===== config.mk =====
export PLATFORM = sky130hd
export DESIGN_NAME = lvl_gen
export DESIGN_NICKNAME = d
export VERILOG_FILES = /design/src/rtl/lvl_gen.sv
export SDC_FILE = /design/constraint.sdc
export NUM_CORES = 1
export LEC_CHECK = 0
export BUFFER_PORTS_ARGS = -buffer_cell sky130_fd_sc_hd__clkbuf_2
export CAP_MARGIN = 10
export CELL_PAD_IN_SITES_DETAIL_PLACEMENT = 1
export CELL_PAD_IN_SITES_GLOBAL_PLACEMENT = 1
export CORE_MARGIN = 1.5
export CORE_UTILIZATION = 37
export DETAILED_ROUTE_END_ITERATION = 8
export PLACE_DENSITY_LB_ADDON = 0.1
export SLEW_MARGIN = 20
export SYNTH_ARGS = -nofsm -noshare
export SYNTH_HDL_FRONTEND = slang
export SYNTH_SLANG_ARGS = --single-unit

===== constraint.sdc =====
create_clock -name clk -period 1.94 [get_ports clk]
set_clock_uncertainty 0.15 [all_clocks]
set_input_delay 0.097 -clock clk [delete_from_list [all_inputs] [get_ports clk]]
set_output_delay 0.097 -clock clk [all_outputs]
set_load 0.005 [all_outputs]

===== src/rtl/lvl_gen.sv =====
// Purpose : converts single-cycle request pulses into a 4-phase lvl_sig/ack_sig handshake.
// Latency : lvl_sig rises one cycle after the sampled pulse and is held for at least MIN_HOLD cycles.
// Backpr. : none upstream; extra pulses are queued (LVL_GEN_PEND_QUEUE_EN) or dropped with drop_err.
//
// Ports:
//   clk        single clock, rising edge
//   RST        asynchronous active-low reset
//   pulse_sig  request pulse; each high cycle is one request
//   ack_sig    far-end acknowledge level
//   lvl_sig    request level, straight from a flop
//   busy       high while the state machine is not IDLE
//   drop_err   one-cycle pulse when a request is discarded
//   pend_cnt   queued requests not yet issued (tied to 0 without the queue)
//
// Build option: define LVL_GEN_PEND_QUEUE_EN to build the pending-request counter.
module lvl_gen #(
  parameter int unsigned MIN_HOLD = 4,
  parameter int unsigned PEND_W   = 4
) (
  input  logic              clk,
  input  logic              RST,
  input  logic              pulse_sig,
  input  logic              ack_sig,
  output logic              lvl_sig,
  output logic              busy,
  output logic              drop_err,
  output logic [PEND_W-1:0] pend_cnt
);

  localparam logic [1:0] ST_IDLE    = 2'd0;
  localparam logic [1:0] ST_ASSERT  = 2'd1;
  localparam logic [1:0] ST_RELEASE = 2'd2;

  localparam logic [7:0] HOLD_INIT = 8'(MIN_HOLD - 1);

  logic [1:0] state_q, state_d;
  logic [7:0] hold_q, hold_d;
  logic       lvl_q, lvl_d;
  logic       busy_q, busy_d;
  logic       drop_q, drop_d;
  logic       start;

`ifdef LVL_GEN_PEND_QUEUE_EN
  localparam logic [PEND_W-1:0] PEND_MAX = {PEND_W{1'b1}};
  logic [PEND_W-1:0] pend_q, pend_d;
`endif

  always_comb begin
    state_d = state_q;
    hold_d  = hold_q;
    lvl_d   = 1'b0;
    drop_d  = 1'b0;
    start   = 1'b0;
`ifdef LVL_GEN_PEND_QUEUE_EN
    pend_d  = pend_q;
`endif

    case (state_q)
      ST_IDLE: begin
`ifdef LVL_GEN_PEND_QUEUE_EN
        start = pulse_sig | (pend_q != '0);
        // A live pulse is served directly and leaves the queue alone;
        // only a queue-started transaction consumes an entry.
        if (!pulse_sig && (pend_q != '0)) begin
          pend_d = pend_q - PEND_W'(1);
        end
`else
        start = pulse_sig;
`endif
        if (start) begin
          state_d = ST_ASSERT;
          lvl_d   = 1'b1;
          hold_d  = HOLD_INIT;
        end
      end

      ST_ASSERT: begin
        // Release needs both the minimum hold spent and the far end's ack.
        if ((hold_q == 8'd0) && ack_sig) begin
          state_d = ST_RELEASE;
        end else begin
          lvl_d = 1'b1;
          if (hold_q != 8'd0) begin
            hold_d = hold_q - 8'd1;
          end
        end
      end

      ST_RELEASE: begin
        if (!ack_sig) begin
          state_d = ST_IDLE;
        end
      end

      default: begin
        state_d = ST_IDLE;
        hold_d  = 8'd0;
      end
    endcase

    // Pulses outside IDLE (including the RELEASE->IDLE cycle) cannot start
    // a handshake now: queue them if possible, otherwise flag the loss.
    if ((state_q != ST_IDLE) && pulse_sig) begin
`ifdef LVL_GEN_PEND_QUEUE_EN
      if (pend_q == PEND_MAX) begin
        drop_d = 1'b1;
      end else begin
        pend_d = pend_q + PEND_W'(1);
      end
`else
      drop_d = 1'b1;
`endif
    end

    busy_d = (state_d != ST_IDLE);
  end

  always_ff @(posedge clk or negedge RST) begin
    if (!RST) begin
      state_q <= ST_IDLE;
      hold_q  <= 8'd0;
      lvl_q   <= 1'b0;
      busy_q  <= 1'b0;
      drop_q  <= 1'b0;
    end else begin
      state_q <= state_d;
      hold_q  <= hold_d;
      lvl_q   <= lvl_d;
      busy_q  <= busy_d;
      drop_q  <= drop_d;
    end
  end

`ifdef LVL_GEN_PEND_QUEUE_EN
  always_ff @(posedge clk or negedge RST) begin
    if (!RST) begin
      pend_q <= '0;
    end else begin
      pend_q <= pend_d;
    end
  end
  assign pend_cnt = pend_q;
`else
  assign pend_cnt = '0;
`endif

  assign lvl_sig  = lvl_q;
  assign busy     = busy_q;
  assign drop_err = drop_q;

endmodule


## Word-level counts from Yosys, hierarchy flattened

Cells that the tools add are included.

| storage, ports and cells | value |
|---|---|
| register bits after elaboration | 13 |
| latch bits | 0 |
| memory bits (writable) | 0 |
| bits in read-only memories | 0 |
| input bits | 4 |
| output and inout port bits | 7 |
| word-level logic and storage cells | 32 |
| memories | 0 |

| cells by class | value |
|---|---|
| $add $sub $neg | 1 |
| multipliers | 0 |
| divide/modulo/power cells | 0 |
| $lt $le $gt $ge | 0 |
| eq/ne operators | 5 |
| shift-type cells | 0 |
| muxes and demuxes | 12 |
| bitwise gates (word level) | 1 |
| reduce and logical (&&, ||, !) cells | 8 |

Operator list:

| kind | count |
|---|---|
| $mux 8 | 3 |
| $pmux 8 s3 | 1 |
| $logic_not 8->1 | 1 |
| $reduce_bool 8->1 | 1 |
| $sub 8x1->8 const B | 1 |
| $mux 2 | 3 |
| $ne 2x2->1 const B | 3 |
| $pmux 2 s3 | 1 |
| $reduce_and 4->1 | 1 |
| $reduce_bool 2->1 | 2 |
| $mux 1 | 3 |
| $eq 2x1->1 const B | 1 |
| $eq 2x2->1 const B | 1 |
| $logic_and 1x1->1 | 2 |
| $logic_not 2->1 | 1 |
| $pmux 1 s2 | 1 |
| $not 1->1 | 1 |

## Depth between registers and ports, before layout

Gate-level depths: netlist of run 1.

| logic depth | value |
|---|---|
| word-level depth | 5 |
| mapped depth | 6 |
| gate-level depth less buffers | 6 |

## Worst setup path before layout of run 1

No wires, ideal clock.

| timing | value |
|---|---|
| path kind | register to register |
| from | register hold_q[0] |
| to | register hold_q[0] |
| arrival | 1.821 ns |
| path slack | -0.156 ns |
| stages on the path, launching flop included | 7 |
| path through | dfrtp_1 > inv_1 > ha_1 > or4b_4 > nor4_4 > a21oi_2 > mux2_4 |

| on the way | value |
|---|---|
| cells in the longest elaborated chain, start to end | 4 |
| elaborated cells on any way between the ends | 10 |
| those cells by class | add/sub (1); eq/ne (2); mux (3); reduce/logical (4) |

Ends and longest elaborated chain:

| element | RTL line | source |
|---|---|---|
| start, declared | 37 | `logic [7:0] hold_q, hold_d;` |
| start signal, assigned | 127 | `hold_q <= hold_d;` |
| $sub 8x1->8 or $logic_not 8->1 (tied branches) | 84, 79 |  |
| $mux 8 or $logic_and 1x1->1 (tied branches) | 83, 79 |  |
| $mux 8 or $ne 2x2->1 (tied branches) | n/a |  |
| $pmux 8 s3 or $reduce_and 4->1 (tied branches) | n/a |  |

Parallel ways exist; a longest one is shown, timed or not. The select of a mux whose other input is x is not followed.
A chain may end at the register's enable or synchronous reset.

## Final worst setup path of run 1

| timing | value |
|---|---|
| from | register hold_q[1] |
| to | register hold_q[0] |

| on the way | value |
|---|---|
| cells in the longest elaborated chain, start to end | 4 |
| elaborated cells on any way between the ends | 6 |
| those cells by class | eq/ne (2); reduce/logical (4) |

Ends and longest elaborated chain:

| element | RTL line | source |
|---|---|---|
| $logic_not 8->1 | 79 | `if ((hold_q == 8'd0) && ack_sig) begin` |
| $logic_and 1x1->1 | 79 |  |
| $ne 2x2->1 (no source line) | n/a |  |
| $reduce_and 4->1 (no source line) (*) | n/a |  |

Mark *: on every way between the ends. The rest lies on a longest branch, timed or not.

==> results of run 1 <==
state kept, by name (all words and copies together) (netlist names):
name and flops:
state_q 2, drop_err 1, hold_q 8, busy 1, lvl_sig 1
layout make-up:
cell class / instances / share of cell area (%)
Multi-Input combinational cell: 50 / 39.1
Sequential cell: 13 / 35.2
Timing Repair Buffer: 23 / 17.9
Tap cell: 25 / 3.38
Clock buffer: 4 / 2.84
Inverter: 4 / 1.62
worst max path at each step:
stage                                      from  slack [ps]                     to  depth (start not counted)
after floorplan           hold_q[0]$_DFFE_PN0P_        -160  hold_q[0]$_DFFE_PN0P_                          6
after detailed placement  hold_q[1]$_DFFE_PN0P_        -170  hold_q[5]$_DFFE_PN0P_                          5
after global placement    hold_q[0]$_DFFE_PN0P_        -130  hold_q[5]$_DFFE_PN0P_                          5
final                     hold_q[1]$_DFFE_PN0P_        -130  hold_q[0]$_DFFE_PN0P_                          6
after global routing      hold_q[1]$_DFFE_PN0P_        -220  hold_q[3]$_DFFE_PN0P_                          7
after CTS                 hold_q[1]$_DFFE_PN0P_        -140  hold_q[0]$_DFFE_PN0P_                          6
cell usage after synthesis:
library cell  instances
o41ai_1               1
nor3b_1               1
buf_4                 4
a31oi_1               4
nand2_1               5
or4b_4                1
inv_1                 4
nor2_1                2
nand2b_1              3
a311oi_1              2
mux2_4                2
clkbuf_1              4
nor3_1                2
o41a_1                1
a211o_1               1
or3_1                 1
o22ai_1               1
nor2b_1               1
a221o_1               1
conb_1                1
nor4_4                1
o21a_1                1
o311a_1               1
a21oi_2               1
nor4_1                2
dfrtp_1              13
ha_1                  1
o21ai_0               1
o211ai_1              1
a21oi_1               6
a21o_1                2
metal layers:
metal	global-route usage, %	vias to the layer above	routed length [µm]
met5	0	-	0
met1	26.1	309	845
met4	6.67	0	12
met2	27.6	14	819
met3	5.77	2	74
li1	-	307	-
repair_timing:
item                                   4_1_cts  5_1_grt
pin swaps                                    3        1
endpoints found under the hold margin       18        0
setup buffers                                2        0
setup endpoints to repair                    9       11
hold buffers                                 3        0
resized for setup                            1        1
per-stage QoR:
step	hold WS [ps]	std cells	utilization (%)	setup TNS (ps)	setup WS [ps]
detailed placement	-135	110	47.3	-1030	-175
floorplan	-349	75	-	-626	-155
CTS	95.7	119	51.6	-1090	-142
global route	142	119	51.9	-1860	-218
finish	114	119	51.9	-944	-125
global placement	-139	110	47.3	-633	-131
power by group through the flow:
| stage | registers (mW) | clock network [mW] | logic [mW] |
|---|---|---|---|
| after floorplan | 0.465 | 0 | 0.375 |
| after global placement | 0.466 | 0 | 0.580 |
| after detailed placement | 0.471 | 0 | 0.598 |
| after CTS | 0.465 | 0.180 | 0.628 |
| after global routing | 0.480 | 0.193 | 0.689 |
| final | 0.462 | 0.168 | 0.622 |
cells by family (layout without fill, tap and decap cells):
family          Yosys count  in the layout  share of synthesized area, %
simple gates             19             19                          16.9
other cells               1              4                         0.517
flops                    13             13                          44.8
mux                       2              2                          4.14
compound gates           24             24                          23.6
buf+inv                  12             31                          8.27
fa+ha+maj                 1              1                          1.72
==> impl_results.md, run 1 <==
* Status: complete, but fails checks
* Failing checks: negative setup slack
* NetSw at around 470 µW
* Cell count after synthesis at between 70 and 80
* Die W at about 47 µm
* HP Class: in2async
* Worst setup SP type: register
* Drt initial violations at 6
* Total track usage at about a fifth
* IO buf count at 6
* Int Power at 785 µW
* Die Footprint at roughly 2200 µm²
* Final Net Count at 100
* Cell area after synthesis at 726 µm²
* Sequential cell area at between 300 and 400 µm²
* # rows at 15
* Starting Density at between 40% and 50%
* DRC Markers at 0
* Core footprint at between 1500 and 2000 µm²
* Flop pwr share at 36.9%
* Ratio of cells with drive above 1 in the final layout at between 30% and 40%
* Final setup vio count at 10
* Ys Warns at 0
* Clock tree buffer depth at 2
* Power Dens Cells at between 1000 and 1500 nW/µm²
* P&R area growth vs syn at 27.4%
* Class of the most critical setup path: reg2reg
* Minimum clock period at approximately 2100 ps
* Largest fanout on the critical path at 3
* Cell family with the largest share of critical-path delay: simple AND/OR/NAND/NOR gates
* Clk_lat worst skew at 280 ps
* Max incr delay on CP at around 500 ps
* Clock Power Share at 13.4%
* Initial antenna violation count at 0
* Number of max-cap violations at 0
* Via/cell ratio at 5.31
* Post-synth top area share at approximately 45%
* Drt pass-1 iters at 3
* Clk slew on worst S/H paths at around 80 ps
* Area contributors post-synth: dfrtp_1 45%, a21oi_1 4.1%, buf_4 4.1%
* Seq/Total Area, Yosys at 44.8%
* Worst setup EP type: register
* First-pass GRT wire length at ~2.8 mm
* Worst Path Required at a little under 2000 ps
* Fraction of the cycle the final worst path needs at 106%
* Area of the multi-input gates at between 300 and 400 µm²
* Via total after detailed routing at about 630
* H-tree depth at 1
* Slack of the critical path at -125 ps
* Reg2reg setup slack at -130 ps
* Post-synth top area cell: dfrtp_1
* Placed instance area at roughly 840 µm²
* P_leak at approximately 0.43 nW
* Vias in the first global route at approximately 600
* Largest net degree at the start of global routing at 14
* Fill count at approximately 210
* Routability Congestion at 0.732
* Antenna Cells at 0
* Combinational Power Share at roughly 50%
* CTS Root Cell: clkbuf_4
* Die Ht at approximately 47 µm
* Slowest cell on the critical path: or4b_4
* R2R Path End: hold_q[0]$_DFFE_PN0P_
* Antenna viol nets, final at 0
* Max IR drop VDD at 660 µV
* Top-Level Pins at 11
* Buf/Inv on CP at 1
* Remaining global-route overflow at 0
* Hold Fails Final Rpt at 0
* Clock sinks at 13
* Reg2Reg Depth at 6
* TritonCTS buffer count at 3
* Reg-to-Reg Start: hold_q[1]$_DFFE_PN0P_
* Synth unique cells at 31
* TritonCTS clock tree: done
* WL/cell at 14.7 µm
* Critical-path cell list: inv_1 -> ha_1 -> or4b_4 -> nor4_4 -> a21oi_2 -> mux2_4
* Avg Inst Size Synth at approximately 10 µm²
* Hpwl dp at 1.31 mm
* Commonest non-fill, non-tap cell in the layout: buf_4
* Worst EP arrival at approximately 2100 ps
* Tot Pwr at 1.25 mW
* Max-slew violations at 0
* Switching share of total power at a little under two fifths
* Fmax at between 400 and 500 MHz
* Final Instance Area at 925 µm²
* Final wirelength at 1.75 mm
* Most frequent cells in the layout: 14 x buf_4, 13 x dfrtp_1, 6 x clkbuf_2, 5 x nand2_1, 5 x a21oi_1
* Yosys reg bits at 13
* Unrepaired setup endpoints after global routing: true
Note: power is estimated with default switching activity, not from simulation.
==> run 2, diff against run 1 <==
--- a/config.mk
+++ b/config.mk
@@ -5,12 +5,13 @@
 export SDC_FILE = /design/constraint.sdc
 export NUM_CORES = 1
 export LEC_CHECK = 0
+export ABC_AREA = 1
 export BUFFER_PORTS_ARGS = -buffer_cell sky130_fd_sc_hd__clkbuf_2
 export CAP_MARGIN = 10
 export CELL_PAD_IN_SITES_DETAIL_PLACEMENT = 1
 export CELL_PAD_IN_SITES_GLOBAL_PLACEMENT = 1
 export CORE_MARGIN = 1.5
-export CORE_UTILIZATION = 37
+export CORE_UTILIZATION = 36
 export DETAILED_ROUTE_END_ITERATION = 8
 export PLACE_DENSITY_LB_ADDON = 0.1
 export SLEW_MARGIN = 20
==> run 2 against run 1 <==
  * Design area shrank 5.5%
  * Final cell count grew 17%
  * The run now ends clean
  * Sequential share of layout area grew 2.1 points
  * Critical endpoint is now hold_q[4]$_DFFE_PN0P_
  * Critical path depth grew 2
  * Non-clock buffer count shrank 14
==> impl_results.md, run 2 <==
* Status: completed
* Die Footprint at 2470 µm²
* Reg2Reg Depth at 8
* Reg2reg setup slack at around 230 ps
* Die W at roughly 50 µm
* Reg-to-Reg Start: hold_q[0]$_DFFE_PN0P_
* DRC Markers at 0
* Seq/Total Area, Yosys at around two fifths
* TritonCTS clock tree: done
* Sequential cell area at around 330 µm²
* Number of max-cap violations at 0
* Starting Density at approximately 39%
* Hold Fails Final Rpt at 0
* Unrepaired setup endpoints after global routing: false
* Minimum clock period at about 1700 ps
* Core footprint at about 2000 µm²
* IO buf count at 6
* WL/cell at roughly 12 µm
* Synth unique cells at 20
* Routability Congestion at 0.802
* Fill count at roughly 260
* Post-synth EDFFs at 0
* Largest fanout on the critical path at 16
* Worst Path Required at slightly below 2000 ps
* Remaining global-route overflow at 0
* Via total after detailed routing at 644
* Fmax at around 590 MHz
* First-pass GRT wire length at around 3.1 mm
* # rows at 16
* Tot Pwr at approximately 1.3 mW
* Drt initial violations at 16
* Max IR drop VDD at approximately 600 µV
* Top-Level Pins at 11
* Clk slew on worst S/H paths at roughly 80 ps
* Via/cell ratio at roughly 4.6
* Max reg flops at 8
* TritonCTS buffer count at 3
* Ratio of cells with drive above 1 in the final layout at between 20% and 30%
* Antenna Cells at 0
* Final Net Count at 118
* Avg Inst Size Synth at 7.77 µm²
* Worst setup SP type: register
* Area contributors post-synth: dfrtp_1 41%, nand2_1 11%, nand3_1 6.4%
* Largest net degree at the start of global routing at 17
* First element of the critical path: hold_q[0]$_DFFE_PN0P_
* Final setup vio count at 0
* Initial antenna violation count at 0
* Drt pass-1 iters at 4
* Vias in the first global route at approximately 700
* Worst EP arrival at 1760 ps
* Most common cell in the synthesized netlist: nand2_1
* CTS Root Cell: clkbuf_4
* Yosys reg bits at 13
* Cell count after synthesis at roughly 100
* Synth Flop Type: dfrtp_1
* Most frequent cells in the layout: 22 x nand2_1, 13 x dfrtp_1, 10 x inv_1, 10 x nor2_1, 10 x nand3_1
* P_leak at about 0.44 nW
* Post-synth top area share at between 40% and 50%
* Commonest cells post-synth: 22 x nand2_1, 13 x dfrtp_1, 10 x inv_1, 10 x nand3_1, 10 x nor2_1
* Power Dens Cells at ~1500 nW/µm²
* Max-slew violations at 0
* Fraction of the cycle the final worst path needs at about 88%
* Class of the most critical setup path: reg2reg
* Most flops, register: hold_q
* Worst setup EP type: register
* Setup TNS at 0 ps
* R2R Path End: hold_q[4]$_DFFE_PN0P_
* Total track usage at approximately 17%
* HP Class: in2async
* Area of the multi-input gates at roughly 370 µm²
* H-tree depth at 1
* Cell area after synthesis at around 800 µm²
* Commonest non-fill, non-tap cell in the layout: nand2_1
* Clock sinks at 13
* Antenna viol nets, final at 0
* Fraction of registers with async set or reset after synthesis at between 90% and 100%
* Final wirelength at 1.71 mm
* Biggest regs: hold_q x8, state_q x2
* Clk_lat worst skew at 280 ps
* Ys Warns at 0
* P&R area growth vs syn at 11.3%
* Die Ht at 49.7 µm
* Hpwl dp at roughly 1.3 mm
* Clock tree buffer depth at 2
* Post-synth top area cell: dfrtp_1
[run 2: where the power goes]
group / switching (mW) / total, mW / internal, mW
Combinational: 0.402 / 0.640 / 0.238
Sequential: 0.0993 / 0.470 / 0.371
Clock: 0.0905 / 0.170 / 0.0799
[run 2: cell families (layout without fill, tap and decap cells)]
kind of cell / count (synthesis) / in the layout / synth area share, %
AO/OA/AOI/OAI: 12 / 12 / 9.41
adder cells (fa/ha/maj): 1 / 1 / 1.59
buffers and inverters: 21 / 29 / 13.4
flip-flops: 13 / 13 / 41.5
other: 1 / 4 / 0.478
AND/OR/NAND/NOR: 53 / 53 / 33.7
[run 2: cell type report]
type                    count  share of cell area, %
clock buffers               4                   3.01
inverters                  16                   6.88
multi-input cells          70                   42.1
flip-flops and latches     13                   37.2
well taps                  27                   3.87
repair buffers              9                   6.88
[run 2: worst max-delay path by stage]
stage | endpoint | slack (ps) | cells after the start
5_1_grt | hold_q[4]$_DFFE_PN0P_ | 70 | 8
3_5_place_dp | hold_q[4]$_DFFE_PN0P_ | 170 | 8
4_1_cts | hold_q[4]$_DFFE_PN0P_ | 150 | 8
6_report | hold_q[4]$_DFFE_PN0P_ | 230 | 8
3_3_place_gp | hold_q[1]$_DFFE_PN0P_ | 280 | 8
2_1_floorplan | hold_q[4]$_DFFE_PN0P_ | 360 | 8
[run 2: critical path, cell delays in order (launching register included)]
cell and delay, ps:
dfrtp_1 410, inv_1 140, ha_2 270, nand2_2 80
nor2_4 90, nand3_2 120, nand3_4 200, nand2_1 80
o21ai_1 90
[run 2: per-layer routing]
metal  wire length (µm)  vias to the layer above  global-route usage [%]
met3                 64                        3                    5.45
met2                791                       10                    26.4
met5                  0                        -                       0
li1                   -                      330                       -
met4                 14                        0                    4.17
met1                835                      301                    21.8
[run 2: what timing repair did]
item                                   CTS  global route
setup endpoints to repair                0             2
endpoints found under the hold margin   18             0
hold buffers                             3             0
setup buffers                            0             0
gates resized for setup                  0             1
[run 2: stage by stage]
stage,utilization (%),instance area [µm²],instances,hold slack (ps),setup slack (ps)
final,43.6,873,139,93.5,232
after global routing,43.6,873,139,114,65.3
after CTS,43.5,871,139,95.5,149
after detailed placement,40.7,815,132,-131,171
after global placement,40.7,815,132,-133,275
after floorplan,-,796,104,-349,362
==> run 3, diff against run 2 <==
--- a/config.mk
+++ b/config.mk
@@ -10,8 +10,9 @@
 export CAP_MARGIN = 10
 export CELL_PAD_IN_SITES_DETAIL_PLACEMENT = 1
 export CELL_PAD_IN_SITES_GLOBAL_PLACEMENT = 1
+export CORE_ASPECT_RATIO = 1.5
 export CORE_MARGIN = 1.5
-export CORE_UTILIZATION = 36
+export CORE_UTILIZATION = 40
 export DETAILED_ROUTE_END_ITERATION = 8
 export PLACE_DENSITY_LB_ADDON = 0.1
 export SLEW_MARGIN = 20
==> constraint.sdc (replaced) <==
create_clock -name clk -period 1.9 [get_ports clk]
set_clock_uncertainty 0.15 [all_clocks]
set_input_delay 0.095 -clock clk [delete_from_list [all_inputs] [get_ports clk]]
set_output_delay 0.095 -clock clk [all_outputs]
set_load 0.005 [all_outputs]
==> run 3 against run 2 <==
  * Sequential share of layout area up 0.27 points
  * Die area fell by 9.2%
  * Combinational power increased by 3%
  * Routed wire length down 0.76%
  * Design area is 0.72% lower
  * Core utilization grew 3.7 points
  * Global-route usage grew 3.5 points
  * Via count grew 3.3%
  * Maximum frequency is essentially flat
  * Critical path depth fell by 1
  * Critical endpoint is now busy$_DFF_PN0_
  * Largest power group unchanged
==> impl_results.md, run 3 (synthesis results as in run 2) <==
* Status: completed
* Clock sinks at 13
* Placed insts at 126
* HP Class: in2async
* Setup TNS at 0 ps
* Switching share of total power at 46.6%
* Die W at roughly 40 µm
* Routability Congestion at between 0.7 and 0.8
* Die Ht at around 57 µm
* Sequential cell area at around 330 µm²
* P_leak at 0.441 nW
* Commonest non-fill, non-tap cell in the layout: nand2_1
* Flop pwr share at a little over a third
* Max-slew violations at 0
* Via/cell ratio at 5.00
* IO buf count at 6
* TritonCTS buffer count at 3
* Slack of the critical path at ~190 ps
* P&R area growth vs syn at 10.5%
* First-pass GRT wire length at 3.06 mm
* Remaining global-route overflow at 0
* Int Power at about 700 µW
* Tot Pwr at around 1.3 mW
* Hold Fails Final Rpt at 0
* Worst setup EP type: register
* WL/cell at between 10 and 15 µm
* Top-Level Pins at 11
* Most frequent cells in the layout: 22 x nand2_1, 13 x dfrtp_1, 10 x inv_1, 10 x nor2_1, 10 x nand3_1
* Unrepaired setup endpoints after global routing: false
* Reg2reg setup slack at 190 ps
* Fraction of the cycle the final worst path needs at approximately nine tenths
* Worst Path Required at 1910 ps
* Power Dens Cells at 1510 nW/µm²
* Final Net Count at 118
* Post-Layout Cell Count at between 100 and 150
* # rows at 19
* Initial antenna violation count at 0
* Fmax at ~590 MHz
* R2R Path End: busy$_DFF_PN0_
* Worst setup SP type: register
* Area of the multi-input gates at 368 µm²
* Max reg flops at 8
* CTS Root Cell: clkbuf_4
* Final core occ at roughly 47%
* Die Footprint at 2240 µm²
* Most flops, register: hold_q
* Number of max-cap violations at 0
* Total track usage at 20.2%
* Largest fanout on the critical path at 7
* Fill count at between 200 and 250
* TritonCTS clock tree: done
* Antenna viol nets, final at 0
* Minimum clock period at between 1500 and 2000 ps
* Largest net degree at the start of global routing at 17
* Core footprint at 1830 µm²
* Class of the most critical setup path: reg2reg
* Clk_lat worst skew at around 280 ps
* Combinational Power Share at 50.2%
* Clock tree buffer depth at 2
* H-tree depth at 1
* Starting Density at between 40 and 50%
* Final setup vio count at 0
* Clock Power Share at between 10 and 15%
* Reg2Reg Depth at 7
* Via total after detailed routing at 665
* Max IR drop VDD at 685 µV
* Biggest regs: hold_q x8, state_q x2
* Reg-to-Reg Start: hold_q[0]$_DFFE_PN0P_
* Hpwl dp at between 1 and 1.5 mm
* Clk slew on worst S/H paths at about 90 ps
* Worst EP arrival at between 1500 and 2000 ps
* Vias in the first global route at approximately 690
* DP Worst Slack at ~140 ps
* Antenna Cells at 0
* Final wirelength at 1.69 mm
* Drt initial violations at 10
* DRC Markers at 0
* NetSw at roughly 600 µW
* Ratio of cells with drive above 1 in the final layout at approximately 26%
* Drt pass-1 iters at 3
## run 3: worst max-delay path: stages (launching register included)
cell     delay, ps
dfrtp_1        410
inv_1          120
ha_2           260
nand2_2         80
nor2_4          90
nand3_1        100
a22oi_1        290
nand2_1         80
## run 3: per-layer routing
layer,track usage [%],wire length (µm),vias to the layer above
met5,0,0,-
met4,8.87,36,0
met3,3.50,30,4
met2,34.8,956,8
met1,23.1,668,322
li1,-,-,331
## run 3: metrics by stage
stage          hold WS, ps  cell area, µm²
2_1_floorplan         -351             796
3_3_place_gp          -138             807
3_5_place_dp          -137             807
4_1_cts                100             865
5_1_grt                116             867
6_report              89.5             867
## run 3: area by class of cell
cell class	count	share of cell area, %
clock buffers	3	2.60
clock inverters	1	0.577
flip-flops and latches	13	37.5
repair buffers	9	6.93
inverters	16	6.93
well taps	21	3.03
multi-input cells	70	42.4
## run 3: how the worst max path moves through the flow
| stage | start | to | slack (ps) |
|---|---|---|---|
| 3_3_place_gp | hold_q[0]$_DFFE_PN0P_ | busy$_DFF_PN0_ | 180 |
| 6_report | hold_q[0]$_DFFE_PN0P_ | busy$_DFF_PN0_ | 190 |
| 5_1_grt | hold_q[0]$_DFFE_PN0P_ | hold_q[4]$_DFFE_PN0P_ | 30 |
| 3_5_place_dp | hold_q[0]$_DFFE_PN0P_ | busy$_DFF_PN0_ | 140 |
| 4_1_cts | hold_q[0]$_DFFE_PN0P_ | busy$_DFF_PN0_ | 120 |
| 2_1_floorplan | hold_q[0]$_DFFE_PN0P_ | hold_q[4]$_DFFE_PN0P_ | 320 |
## run 3: timing repair
item / in CTS / in global routing
gates resized for setup: 0 / 1
hold endpoints to repair: 18 / 0
hold buffers: 3 / 0
endpoints found under the setup margin: 0 / 5
buffers inserted: 0 / 0
## run 3: power by group through the flow
stage / clock, mW / combinational [mW] / sequential (mW)
after floorplan: 0 / 0.536 / 0.464
after CTS: 0.183 / 0.665 / 0.478
after global routing: 0.200 / 0.763 / 0.493
after global placement: 0 / 0.635 / 0.483
final: 0.178 / 0.659 / 0.476
after detailed placement: 0 / 0.659 / 0.483
